### src/rtl/ricevitore_seriale_if.sv
// Signal bundle between the serial receiver and its neighbours: the serial
// line coming in and the byte/write-enable pair feeding the 8-bit register.
interface ricevitore_seriale_if;
    logic       rx;
    logic [7:0] data;
    logic       we;
    logic       busy;
    logic       frame_err;

    // Side that drives the serial line and consumes the received bytes.
    modport master (
        output rx,
        input  data,
        input  we,
        input  busy,
        input  frame_err
    );

    // The receiver itself.
    modport slave (
        input  rx,
        output data,
        output we,
        output busy,
        output frame_err
    );
endinterface

### src/rtl/ricevitore_seriale.sv
// UART-style serial receiver: 1 start bit, 8 data bits LSB first, 1 stop bit.
// A valid frame updates data and pulses we for one cycle. A low stop bit
// pulses frame_err instead, and the receiver then waits for the line to go
// high again so that a break never looks like a new start bit.
module ricevitore_seriale #(
    parameter int CLKS_PER_BIT = 4
) (
    input  logic                  clock,
    input  logic                  reset,
    ricevitore_seriale_if.slave   bus
);

    localparam int HALF  = CLKS_PER_BIT / 2;
    localparam int CNT_W = (CLKS_PER_BIT > 2) ? $clog2(CLKS_PER_BIT) : 1;

    localparam logic [CNT_W-1:0] HALF_LAST = CNT_W'(HALF - 1);
    localparam logic [CNT_W-1:0] BIT_LAST  = CNT_W'(CLKS_PER_BIT - 1);

    typedef enum logic [2:0] {
        IDLE      = 3'd0,
        START     = 3'd1,
        DATA      = 3'd2,
        STOP      = 3'd3,
        WAIT_HIGH = 3'd4
    } state_t;

    logic             rx_meta_r;
    logic             rx_sync_r;

    state_t           state_r;
    state_t           state_s;
    logic [CNT_W-1:0] cnt_r;
    logic [CNT_W-1:0] cnt_s;
    logic [2:0]       bit_idx_r;
    logic [2:0]       bit_idx_s;
    logic [7:0]       shift_r;
    logic [7:0]       shift_s;
    logic [7:0]       data_r;
    logic [7:0]       data_s;
    logic             we_r;
    logic             we_s;
    logic             ferr_r;
    logic             ferr_s;
    logic             busy_r;

    // Two-flop synchroniser for the asynchronous serial line; resets to idle-high.
    always_ff @(posedge clock) begin
        if (reset) begin
            rx_meta_r <= 1'b1;
            rx_sync_r <= 1'b1;
        end else begin
            rx_meta_r <= bus.rx;
            rx_sync_r <= rx_meta_r;
        end
    end

    // Next-state logic: bit timing, sampling decisions and output pulses.
    always_comb begin
        state_s   = state_r;
        cnt_s     = cnt_r + CNT_W'(1);
        bit_idx_s = bit_idx_r;
        shift_s   = shift_r;
        data_s    = data_r;
        we_s      = 1'b0;
        ferr_s    = 1'b0;

        case (state_r)
            IDLE: begin
                cnt_s = '0;
                if (!rx_sync_r) begin
                    state_s = START;
                end else begin
                    state_s = IDLE;
                end
            end

            START: begin
                // Mid start bit: a line that is already high again was a glitch.
                if (cnt_r == HALF_LAST) begin
                    cnt_s = '0;
                    if (rx_sync_r) begin
                        state_s = IDLE;
                    end else begin
                        state_s   = DATA;
                        bit_idx_s = 3'd0;
                    end
                end else begin
                    state_s = START;
                end
            end

            DATA: begin
                // Shift right so the first (LSB) bit ends up in bit 0.
                if (cnt_r == BIT_LAST) begin
                    cnt_s     = '0;
                    shift_s   = {rx_sync_r, shift_r[7:1]};
                    bit_idx_s = bit_idx_r + 3'd1;
                    if (bit_idx_r == 3'd7) begin
                        state_s = STOP;
                    end else begin
                        state_s = DATA;
                    end
                end else begin
                    state_s = DATA;
                end
            end

            STOP: begin
                if (cnt_r == BIT_LAST) begin
                    cnt_s = '0;
                    if (rx_sync_r) begin
                        data_s  = shift_r;
                        we_s    = 1'b1;
                        state_s = IDLE;
                    end else begin
                        ferr_s  = 1'b1;
                        state_s = WAIT_HIGH;
                    end
                end else begin
                    state_s = STOP;
                end
            end

            WAIT_HIGH: begin
                cnt_s = '0;
                if (rx_sync_r) begin
                    state_s = IDLE;
                end else begin
                    state_s = WAIT_HIGH;
                end
            end

            default: begin
                state_s = IDLE;
                cnt_s   = '0;
            end
        endcase
    end

    // State, counters and registered outputs; reset discards any partial frame.
    always_ff @(posedge clock) begin
        if (reset) begin
            state_r   <= IDLE;
            cnt_r     <= '0;
            bit_idx_r <= 3'd0;
            shift_r   <= 8'h00;
            data_r    <= 8'h00;
            we_r      <= 1'b0;
            ferr_r    <= 1'b0;
            busy_r    <= 1'b0;
        end else begin
            state_r   <= state_s;
            cnt_r     <= cnt_s;
            bit_idx_r <= bit_idx_s;
            shift_r   <= shift_s;
            data_r    <= data_s;
            we_r      <= we_s;
            ferr_r    <= ferr_s;
            busy_r    <= (state_s != IDLE);
        end
    end

    assign bus.data      = data_r;
    assign bus.we        = we_r;
    assign bus.frame_err = ferr_r;
    assign bus.busy      = busy_r;

endmodule

### src/flat_wrapper.sv
// flat-port wrapper written by rule: the top's interface ports become plain ports
module ricevitore_seriale_flat 
#(
    parameter int CLKS_PER_BIT = 4
)
  (clock, reset, bus_rx, bus_data, bus_we, bus_busy, bus_frame_err);
  ricevitore_seriale_if bus_i ();
  input  logic clock;
  input  logic reset;
  input wire logic [$bits(bus_i.rx)-1:0] bus_rx;
  output wire logic [$bits(bus_i.data)-1:0] bus_data;
  output wire logic [$bits(bus_i.we)-1:0] bus_we;
  output wire logic [$bits(bus_i.busy)-1:0] bus_busy;
  output wire logic [$bits(bus_i.frame_err)-1:0] bus_frame_err;
  assign bus_i.rx = bus_rx;
  assign bus_data = bus_i.data;
  assign bus_we = bus_i.we;
  assign bus_busy = bus_i.busy;
  assign bus_frame_err = bus_i.frame_err;
  ricevitore_seriale #(.CLKS_PER_BIT(CLKS_PER_BIT)) u_core (.clock(clock), .reset(reset), .bus(bus_i));
endmodule
### config.mk
export PLATFORM = sky130hd
export DESIGN_NAME = ricevitore_seriale_flat
export DESIGN_NICKNAME = d
export VERILOG_FILES = /design/src/rtl/ricevitore_seriale_if.sv /design/src/rtl/ricevitore_seriale.sv /design/src/flat_wrapper.sv
export SDC_FILE = /design/constraint.sdc
export NUM_CORES = 1
export LEC_CHECK = 0
export CAP_MARGIN = 20
export CORE_ASPECT_RATIO = 2
export CORE_MARGIN = 4
export CORE_UTILIZATION = 25
export CTS_BUF_LIST = sky130_fd_sc_hd__clkbuf_16
export CTS_CLUSTER_SIZE = 40
export DETAILED_ROUTE_END_ITERATION = 7
export SYNTH_ARGS = -nofsm -noshare
export SYNTH_HDL_FRONTEND = slang
export SYNTH_SLANG_ARGS = --single-unit
### constraint.sdc
create_clock -name clock -period 1.5 [get_ports clock]
set_input_delay 0.15 -clock clock [delete_from_list [all_inputs] [get_ports clock]]
set_output_delay 0.15 -clock clock [all_outputs]
set_load 0.005 [all_outputs]
==> reports/qor.yml, run 1 <==
outcome:
  status: "complete, no violations"
finish:
  final_common_cell: "dfxtp_1"
  nets: 151
  area_growth_pct: 30.5
  final_cell_mix: "dfxtp_1 (28), clkdlybuf4s50_1 (13), mux2i_1 (12), nor2_1 (11), a21oi_1 (10)"
  fillers: 496
  layout-drive-gt1-share_pct: 15.3
  regArea_sq_um: 582
  fin_area_sq_mm: 0.00162
  post-route-util_pct: 33.5
  multi_input_area_sq_um: 594
  diodes: 0
synth:
  yosysTopAreaCellShare_pct: 46.9
  syn-num-nets: 134
  yosys-top-cells-area: "dfxtp_1 (47%), mux2i_1 (9.7%), ha_1 (5.1%)"
  ys_seq_area_share_pct: 46.9
  ys_types: 29
  ys_ff_latch: 29
  synth_edf_count: 0
  synth_top_area_cell: "dfxtp_1"
  synthFlopType: "dfxtp_1"
  postSynthCellCount: 126
  synth_area_per_cell_sq_um: 9.83
  yosys_warnings: 0
  syn_area_sq_mm: 0.00124
  async_flop_share_pct: 0
cts:
  cts_tree: "built"
  clk_pin_slew_ns: 0.05
  cts.htree.levels: 2
  cts_buffer_depth: 2
  clock_sinks: 29
  clkLatencyLatePin_ns: 0.27
  root_buffer: "clkbuf_16"
  postCtsSetupBuffers: 0
  cts-buffers-inserted: 5
floorplanning:
  die_area_sq_mm: 0.00621
  core_sq_mm: 0.00482
  ioPinCount: 14
  row_count: 36
  initial_utilization_pct: 25.7
  fp.dieH_um: 108
  die_x_um: 57.8
grt:
  grt_pass1_vias: 970
  grt_antenna_before_repair: 0
  grt_overflow: 0
  grt_use_total_pct: 9.54
  grt_pass1_wl_mm: 4.44
  grt_start_max_net_pins: 18
drt:
  num_vias: 932
  routed_wl_mm: 2.46
  wire_per_inst_um: 12.3
  avgViaCountPerCell: 4.64
  drc: 0
  drtPass1Iterations: 4
  drtAntennaViolNets: 0
  drt_iter0_drc: 6
placement:
  port_buffers: 13
  placed_area_sq_mm: 0.00144
  place_hpwl_mm: 1.79
  place_congestion: 0.705
  pre_cts_slack_ns: -0.00621
worst_setup_path:
  r2r-end: "u_core.bit_idx_r[2]$_SDFFE_PP0P_"
  path_max_fanout: 4
  worstPathRequired_ns: 1.70
  cpMaxStageDelayCell: "dfxtp_1"
  worstSetupPathType: "reg2reg"
  crit_end: "u_core.bit_idx_r[2]$_SDFFE_PP0P_"
  crit_chain: "ha_1 > nand4bb_1 > a21oi_2 > mux2i_1"
  r2r-start: "u_core.cnt_r[0]$_SDFF_PP0_"
  r2r_setup_slack_ns: 0.11
  endpoint_kind: "flip-flop"
  max_stage_delay_ns: 0.42
  r2r_cells: 4
  startpoint: "u_core.cnt_r[0]$_SDFF_PP0_"
  crit_path_start_kind: "flip-flop"
  worst_ep_arrival_time_ns: 1.59
pwr:
  p_total_w: 0.00195
  leakagePower_nw: 0.565
  vdd_drop_max_uv: 692
  power.density_mw_per_mm2: 1210
sta:
  max_slew.worst_pin.slew_ns: 0.329
  fmax_mhz: 721
  fin_crit_sh_pct: 92.4
  fin_crit_ns: 1.39
  final_max_slew_viol_count: 0
  skew_ns: 0.00595
  final.setup.tns_ns: 0
  hold_viol: 0
  setup_viol: 0
  rsz0062_at_grt: "false"
  finalWorstSetupSlack_ns: 0.114
  max-slew-margin-rel_pct: 78.0
worst_hold_path:
  hp-class: "reg2reg"
run:
  maxCapViolations: 0
## cell type report
class | instances | share of cell area, %
multi-input cells | 84 | 36.8
flip-flops and latches | 29 | 36.0
repair buffers | 19 | 11.6
clock buffers | 5 | 7.74
well taps | 57 | 4.41
clock inverters | 3 | 2.55
inverters | 4 | 0.929
## how the worst min path moves through the flow
stage | start | end | cells past startpoint
floorplan | bus_rx | u_core.rx_meta_r$_SDFF_PP1_ | 1
global placement | u_core.rx_meta_r$_SDFF_PP1_ | u_core.rx_sync_r$_SDFF_PP1_ | 1
detailed placement | u_core.rx_meta_r$_SDFF_PP1_ | u_core.rx_sync_r$_SDFF_PP1_ | 1
CTS | u_core.rx_meta_r$_SDFF_PP1_ | u_core.rx_sync_r$_SDFF_PP1_ | 1
global route | u_core.rx_meta_r$_SDFF_PP1_ | u_core.rx_sync_r$_SDFF_PP1_ | 1
finish | u_core.rx_meta_r$_SDFF_PP1_ | u_core.rx_sync_r$_SDFF_PP1_ | 1
## synthesized netlist by cell type (4+ instances only)
cell and number:
dfxtp_1 29, mux2i_1 12, nor2_1 11, a21oi_1 10, nand3_1 9, o21ai_0 8
nand2_1 6, ha_1 5, inv_1 4, nand2b_1 4, nor3_1 4
## metal layers
layer / track usage [%] / vias up / share of wire (%)
met4: 7.46 / 0 / 4.1
met5: 0 / - / 0
met2: 15.9 / 20 / 54
met1: 9.45 / 433 / 38
met3: 2.88 / 8 / 4.1
li1: - / 471 / -
## stage by stage
step,cells,hold slack (ns)
after floorplan,126,0.254
after CTS,201,0.410
after detailed placement,193,0.396
after global placement,193,0.395
after global routing,201,0.422
final,201,0.406
## power by group
part	total, W	leakage [nW]	internal, W	switching (W)
logic	0.0000494	0.253	0.0000239	0.0000255
clock network	0.00111	0.0775	0.000775	0.000337
registers	0.000787	0.235	0.000778	0.00000866
## critical path, delay by kind of cell (launching register included)
family / cells / cell delay [ns]
muxes: 1 / 0.20
AOI/OAI and AO/OA: 1 / 0.29
DFF: 1 / 0.42
and+or+nand+nor: 1 / 0.17
adders and majority gates: 1 / 0.24
## registers in the layout, indices dropped and copies added (netlist names)
name and flops:
u_core.bus.we 1, u_core.bus.frame_err 1, u_core.shift_r 8, u_core.state_r 3, u_core.bit_idx_r 3, u_core.bus.data 8
u_core.bus.busy 1, u_core.rx_meta_r 1, u_core.cnt_r 2, u_core.rx_sync_r 1
## logic make-up after synthesis
kind of cell / count (synthesis) / share of synthesized area, %
buffers and inverters: 13 / 6.16
adders and majority gates: 5 / 5.05
DFF: 29 / 46.9
and+or+nand+nor: 44 / 20.2
muxes: 14 / 12.4
AOI/OAI and AO/OA: 21 / 9.29
## what timing repair did
| action | 4_1_cts | 5_1_grt |
|---|---|---|
| hold buffers | 0 | 0 |
| pin swaps | 0 | 0 |
| gates resized for setup | 1 | 2 |
| setup endpoints to repair | 3 | 14 |
| endpoints found under the hold margin | 0 | 0 |
Note: power is estimated with default switching activity, not from simulation.
==> run 2, diff against run 1 <==
--- a/config.mk
+++ b/config.mk
@@ -12,6 +12,7 @@
 export CTS_BUF_LIST = sky130_fd_sc_hd__clkbuf_16
 export CTS_CLUSTER_SIZE = 40
 export DETAILED_ROUTE_END_ITERATION = 7
+export SLEW_MARGIN = 20
 export SYNTH_ARGS = -nofsm -noshare
 export SYNTH_HDL_FRONTEND = slang
 export SYNTH_SLANG_ARGS = --single-unit
==> results of run 2 <==
No change in the layout: final DEF, timing and power equal those of run 1.
==> variant 1: new RTL, flow settings as in run 2 <==
Re-encode `state_t` (5 states) as one-hot, 5 bits wide.
--- a/src/rtl/ricevitore_seriale.sv
+++ b/src/rtl/ricevitore_seriale.sv
@@ -16,12 +16,12 @@
     localparam logic [CNT_W-1:0] HALF_LAST = CNT_W'(HALF - 1);
     localparam logic [CNT_W-1:0] BIT_LAST  = CNT_W'(CLKS_PER_BIT - 1);
 
-    typedef enum logic [2:0] {
-        IDLE      = 3'd0,
-        START     = 3'd1,
-        DATA      = 3'd2,
-        STOP      = 3'd3,
-        WAIT_HIGH = 3'd4
+    typedef enum logic [4:0] {
+        IDLE      = 5'b00001,
+        START     = 5'b00010,
+        DATA      = 5'b00100,
+        STOP      = 5'b01000,
+        WAIT_HIGH = 5'b10000
     } state_t;
 
     logic             rx_meta_r;
Behaviour: same outputs for any inputs over 10 cycles, from zero or initial values and one cycle with reset high; not proved beyond that.
==> variant 1 against run 2 <==
  * The run now ends with setup timing left
  * Setup slack got worse by 0.16 ns
  * Count of clock-buffer cells in the layout did not move
  * Total power shrank 4.7%
  * Synthesized area is 9.1% higher
  * Final area up 19%
  * Global-route usage is 0.92 points higher
  * Via count up 17%
  * Wire length rose by 28%
  * Sequential cell count is 2 higher
==> variant 1: results (changes against run 2) <==
<table>
<tr><th>Metric</th><th>Value</th></tr>
<tr><th colspan="2">Worst setup path</th></tr>
<tr><td>Max Fanout on Critical Path</td><td>6 (+2)</td></tr>
<tr><td>Biggest cell delay along the critical path</td><td>0.49 ns (+0.07 ns)</td></tr>
<tr><th colspan="2">Place</th></tr>
<tr><td>Estimated wirelength of the detail-placed design</td><td>2230 um (+24%)</td></tr>
<tr><td>Placer congestion estimate</td><td>0.855 (+21%)</td></tr>
<tr><td>Cell area after placement</td><td>1660 um^2 (+16%)</td></tr>
<tr><td>Number of instances in the placed design</td><td>219 (+13%)</td></tr>
<tr><th colspan="2">Synth</th></tr>
<tr><td>Post-synthesis share of cell area spent on full adders, half adders and majority gates</td><td>0.0463 (-0.00421)</td></tr>
<tr><td>Net count after synthesis</td><td>144 (+7.5%)</td></tr>
<tr><td>Seq/Total Area, Yosys</td><td>0.459 (-0.00943)</td></tr>
<tr><td>Mapped Avg Cell Area</td><td>9.94 um^2 (+1.1%)</td></tr>
<tr><th colspan="2">Timing</th></tr>
<tr><td>Aggregate negative setup slack</td><td>-0.256 ns (-0.256 ns)</td></tr>
<tr><td>Max Clock Skew</td><td>0.00493 ns (-0.00102 ns)</td></tr>
<tr><td>Setup Viol. Count Final</td><td>9 (+9)</td></tr>
<tr><td>Worst setup slack after layout</td><td>-0.0425 ns (-0.156 ns)</td></tr>
<tr><td>Worst Max-Slew Pin Slew</td><td>0.304 ns (-0.0241 ns)</td></tr>
<tr><th colspan="2">Power</th></tr>
<tr><td>Switching component of the power</td><td>0.000382 W (+3.0%)</td></tr>
<tr><td>Maximum resistive drop on vdd</td><td>0.844 mV (+22%)</td></tr>
<tr><th colspan="2">Outcome</th></tr>
<tr><td>Violated checks</td><td>setup timing</td></tr>
<tr><td>Run status</td><td>finished with violations</td></tr>
<tr><th colspan="2">GRT</th></tr>
<tr><td>Gr usage total</td><td>0.105 (+0.00919)</td></tr>
<tr><td>Via count of the first global-routing pass</td><td>1194 (+23%)</td></tr>
<tr><td>Global-route wire length before repair</td><td>5330 um (+20%)</td></tr>
<tr><th colspan="2">Finish</th></tr>
<tr><td>Post-layout net count</td><td>181 (+20%)</td></tr>
<tr><td>Fillers</td><td>538 (+8.5%)</td></tr>
<tr><th colspan="2">Routing</th></tr>
<tr><td>Wirelength per Cell</td><td>13.6 um (+11%)</td></tr>
</table>
==> variant 1: cell types whose count changed in the layout (fill, tap and decap cells not counted), moves of 4 or more <==
cell / change
sky130_fd_sc_hd__dfxtp_2: +5
sky130_fd_sc_hd__mux2i_1: +7
sky130_fd_sc_hd__a21oi_1: -9
sky130_fd_sc_hd__buf_4: +17
sky130_fd_sc_hd__nand2_1: -4
sky130_fd_sc_hd__nand3_1: -8
sky130_fd_sc_hd__dfxtp_1: -4
sky130_fd_sc_hd__o21ai_0: -7
sky130_fd_sc_hd__nor2_1: +10
==> variant 1: timing repair <==
action                                  4_1_cts  5_1_grt
hold buffers                                  0        0
resized for setup                             9       14
gates cloned                                  0        0
pin swaps                                     1        4
endpoints found under the setup margin       14       22
buffers inserted                              3        2
==> variant 1: worst max path at each step <==
stage,startpoint,end,cells past startpoint
6_report,u_core.state_r[2]$_SDFF_PP0_,u_core.shift_r[6]$_SDFFE_PP0P_,5
2_1_floorplan,u_core.state_r[3]$_SDFF_PP0_,u_core.bit_idx_r[0]$_SDFFE_PP0P_,6
4_1_cts,u_core.state_r[3]$_SDFF_PP0_,u_core.bus.data[1]$_SDFFE_PP0P_,6
3_3_place_gp,u_core.state_r[1]$_SDFF_PP0_,u_core.bit_idx_r[0]$_SDFFE_PP0P_,4
5_1_grt,u_core.state_r[2]$_SDFF_PP0_,u_core.shift_r[1]$_SDFFE_PP0P_,5
3_5_place_dp,u_core.state_r[0]$_SDFF_PP1_,u_core.state_r[0]$_SDFF_PP1_,5
==> variant 1: layout make-up <==
cell class | count | area share
Tap cell | 58 | 0.0377
Clock inverter | 3 | 0.00585
Clock buffer | 5 | 0.0650
Timing Repair Buffer | 38 | 0.180
Inverter | 3 | 0.00585
Multi-Input combinational cell | 94 | 0.377
Sequential cell | 31 | 0.328
==> variant 1: power groups by stage <==
stage,logic [W],registers (W),clock network (W)
5_1_grt,0.0000929,0.000837,0.000989
3_3_place_gp,0.0000734,0.000856,0
4_1_cts,0.0000790,0.000839,0.000962
6_report,0.0000861,0.000837,0.000933
2_1_floorplan,0.0000317,0.000855,0
3_5_place_dp,0.0000736,0.000855,0
==> variant 1: worst register-to-register path, delay by kind of cell (launching register included) <==
kind,cells,cell delay [ns]
multiplexers,1,0.14
AND/OR/NAND/NOR,3,0.75
buffers and inverters,1,0.15
flip-flops,1,0.39
==> variant 1: layer usage <==
metal | routed length [um] | vias up | track usage
li1 | - | 547 | -
met1 | 1100 | 515 | 0.0945
met2 | 1810 | 19 | 0.194
met3 | 104 | 12 | 0.0267
met4 | 133 | 0 | 0.0607
met5 | 0 | - | 0
==> variant 2: new RTL, settings of run 2 <==
Without the edit above. `CLKS_PER_BIT` is set to 4 in 2 places; all go to 8.
--- a/src/rtl/ricevitore_seriale.sv
+++ b/src/rtl/ricevitore_seriale.sv
@@ -3,7 +3,7 @@
 // pulses frame_err instead, and the receiver then waits for the line to go
 // high again so that a break never looks like a new start bit.
 module ricevitore_seriale #(
-    parameter int CLKS_PER_BIT = 4
+    parameter int CLKS_PER_BIT = 8
 ) (
     input  logic                  clock,
     input  logic                  reset,
--- a/src/flat_wrapper.sv
+++ b/src/flat_wrapper.sv
@@ -1,7 +1,7 @@
 // flat-port wrapper written by rule: the top's interface ports become plain ports
 module ricevitore_seriale_flat 
 #(
-    parameter int CLKS_PER_BIT = 4
+    parameter int CLKS_PER_BIT = 8
 )
   (clock, reset, bus_rx, bus_data, bus_we, bus_busy, bus_frame_err);
   ricevitore_seriale_if bus_i ();
Behaviour: not the same (a bounded check fails within 10 cycles, from zero or initial values and one cycle with reset high).
==> variant 2 against run 2 <==
  * Final area increased by 11%
  * Largest cell class unchanged
  * Sequential cell count up 1
  * First-iteration DRC count increased by 17%
  * Total power fell by 7.3%
  * Synthesized area rose by 5.8%
  * Largest power group unchanged
  * Wire length rose by 12%
  * Setup slack lost 0.060 ns
  * Global-route usage increased by 0.24 points
==> variant 2: results (changes against run 2) <==
<table>
<tr><th>Metric</th><th>Value</th></tr>
<tr><th colspan="2">Worst setup path</th></tr>
<tr><td>Family of cells with the greatest summed delay on the critical path</td><td>adder cells</td></tr>
<tr><td>Max Fanout on Critical Path</td><td>3 (-1)</td></tr>
<tr><th colspan="2">Finish</th></tr>
<tr><td>Fillers</td><td>510 (+2.8%)</td></tr>
<tr><td>Post-layout net count</td><td>164 (+8.6%)</td></tr>
<tr><td>Layout overhead on the synthesized area</td><td>36.7%</td></tr>
<tr><td>Layout cells sized above 1</td><td>0.231 (+0.0780)</td></tr>
<tr><th colspan="2">Synth</th></tr>
<tr><td>Post-synthesis share of cell area spent on full adders, half adders and majority gates</td><td>0.0573 (+0.00680)</td></tr>
<tr><td>Commonest cells in the synthesized netlist</td><td>sky130_fd_sc_hd__dfxtp_1 (30), sky130_fd_sc_hd__nand2b_1 (17), sky130_fd_sc_hd__mux2i_1 (16)</td></tr>
<tr><td>Largest cells by area after synthesis</td><td>sky130_fd_sc_hd__dfxtp_1 (46%), sky130_fd_sc_hd__mux2i_1 (12%), sky130_fd_sc_hd__nand2b_1 (8.1%), sky130_fd_sc_hd__ha_1 (5.7%), sky130_fd_sc_hd__nor2_1 (3.4%)</td></tr>
<tr><td>Fraction of the mapped netlist area in compound gates</td><td>0.0659 (-0.0270)</td></tr>
<tr><td>Net count after synthesis</td><td>136 (+1.5%)</td></tr>
<tr><th colspan="2">Timing</th></tr>
<tr><td>Worst slack on hold paths</td><td>0.397 ns (-0.00933 ns)</td></tr>
<tr><td>Worst max-slew margin expressed relative to the limit</td><td>0.815 (+0.0344)</td></tr>
<tr><th colspan="2">Place</th></tr>
<tr><td>Estimated wirelength of the detail-placed design</td><td>1980 um (+11%)</td></tr>
<tr><td>Placer congestion estimate</td><td>0.755 (+7.1%)</td></tr>
<tr><td>Worst setup timing slack at the placement stage</td><td>-0.0677 ns (-0.0615 ns)</td></tr>
<tr><td>Cell area after placement</td><td>1580 um^2 (+9.8%)</td></tr>
<tr><th colspan="2">Routing</th></tr>
<tr><td>Iter 0 DRT Violations</td><td>7 (+1)</td></tr>
<tr><td>Routed via count</td><td>973 (+4.4%)</td></tr>
<tr><td>Via density per instance</td><td>4.55 (-1.9%)</td></tr>
<tr><td>Number of iterations in the first detailed-routing pass</td><td>2 (-2)</td></tr>
<tr><th colspan="2">Power</th></tr>
<tr><td>Maximum resistive drop on vdd</td><td>1.10 mV (+59%)</td></tr>
<tr><th colspan="2">GRT</th></tr>
<tr><td>Via count of the first global-routing pass</td><td>1030 (+6.2%)</td></tr>
<tr><th colspan="2">Clocking</th></tr>
<tr><td>Number of gates given a new drive strength after cts</td><td>8 (+7)</td></tr>
<tr><th colspan="2">Outcome</th></tr>
<tr><td>Run status</td><td>finished clean</td></tr>
</table>
==> variant 2: layout make-up <==
type / instances / area share
inverters: 4 / 0.00839
well taps: 58 / 0.0405
flip-flops and latches: 30 / 0.337
repair buffers: 28 / 0.150
clock buffers: 5 / 0.0699
clock inverters: 3 / 0.00699
multi-input cells: 86 / 0.388
==> variant 2: power by group <==
| group | leakage, nW | internal (W) | switching (W) | total, W |
|---|---|---|---|---|
| logic | 0.309 | 0.0000327 | 0.0000268 | 0.0000595 |
| clock network | 0.0724 | 0.000597 | 0.000338 | 0.000936 |
| registers | 0.243 | 0.000805 | 0.00000660 | 0.000812 |
| total | 0.625 | 0.00143 | 0.000372 | 0.00181 |
==> variant 2: routing by layer <==
layer	vias to the layer above	GRT usage	wire length, um
met4	0	0.0583	82
met1	474	0.0936	989
met5	-	0	0
met3	5	0.0210	39
li1	485	-	-
met2	9	0.182	1640
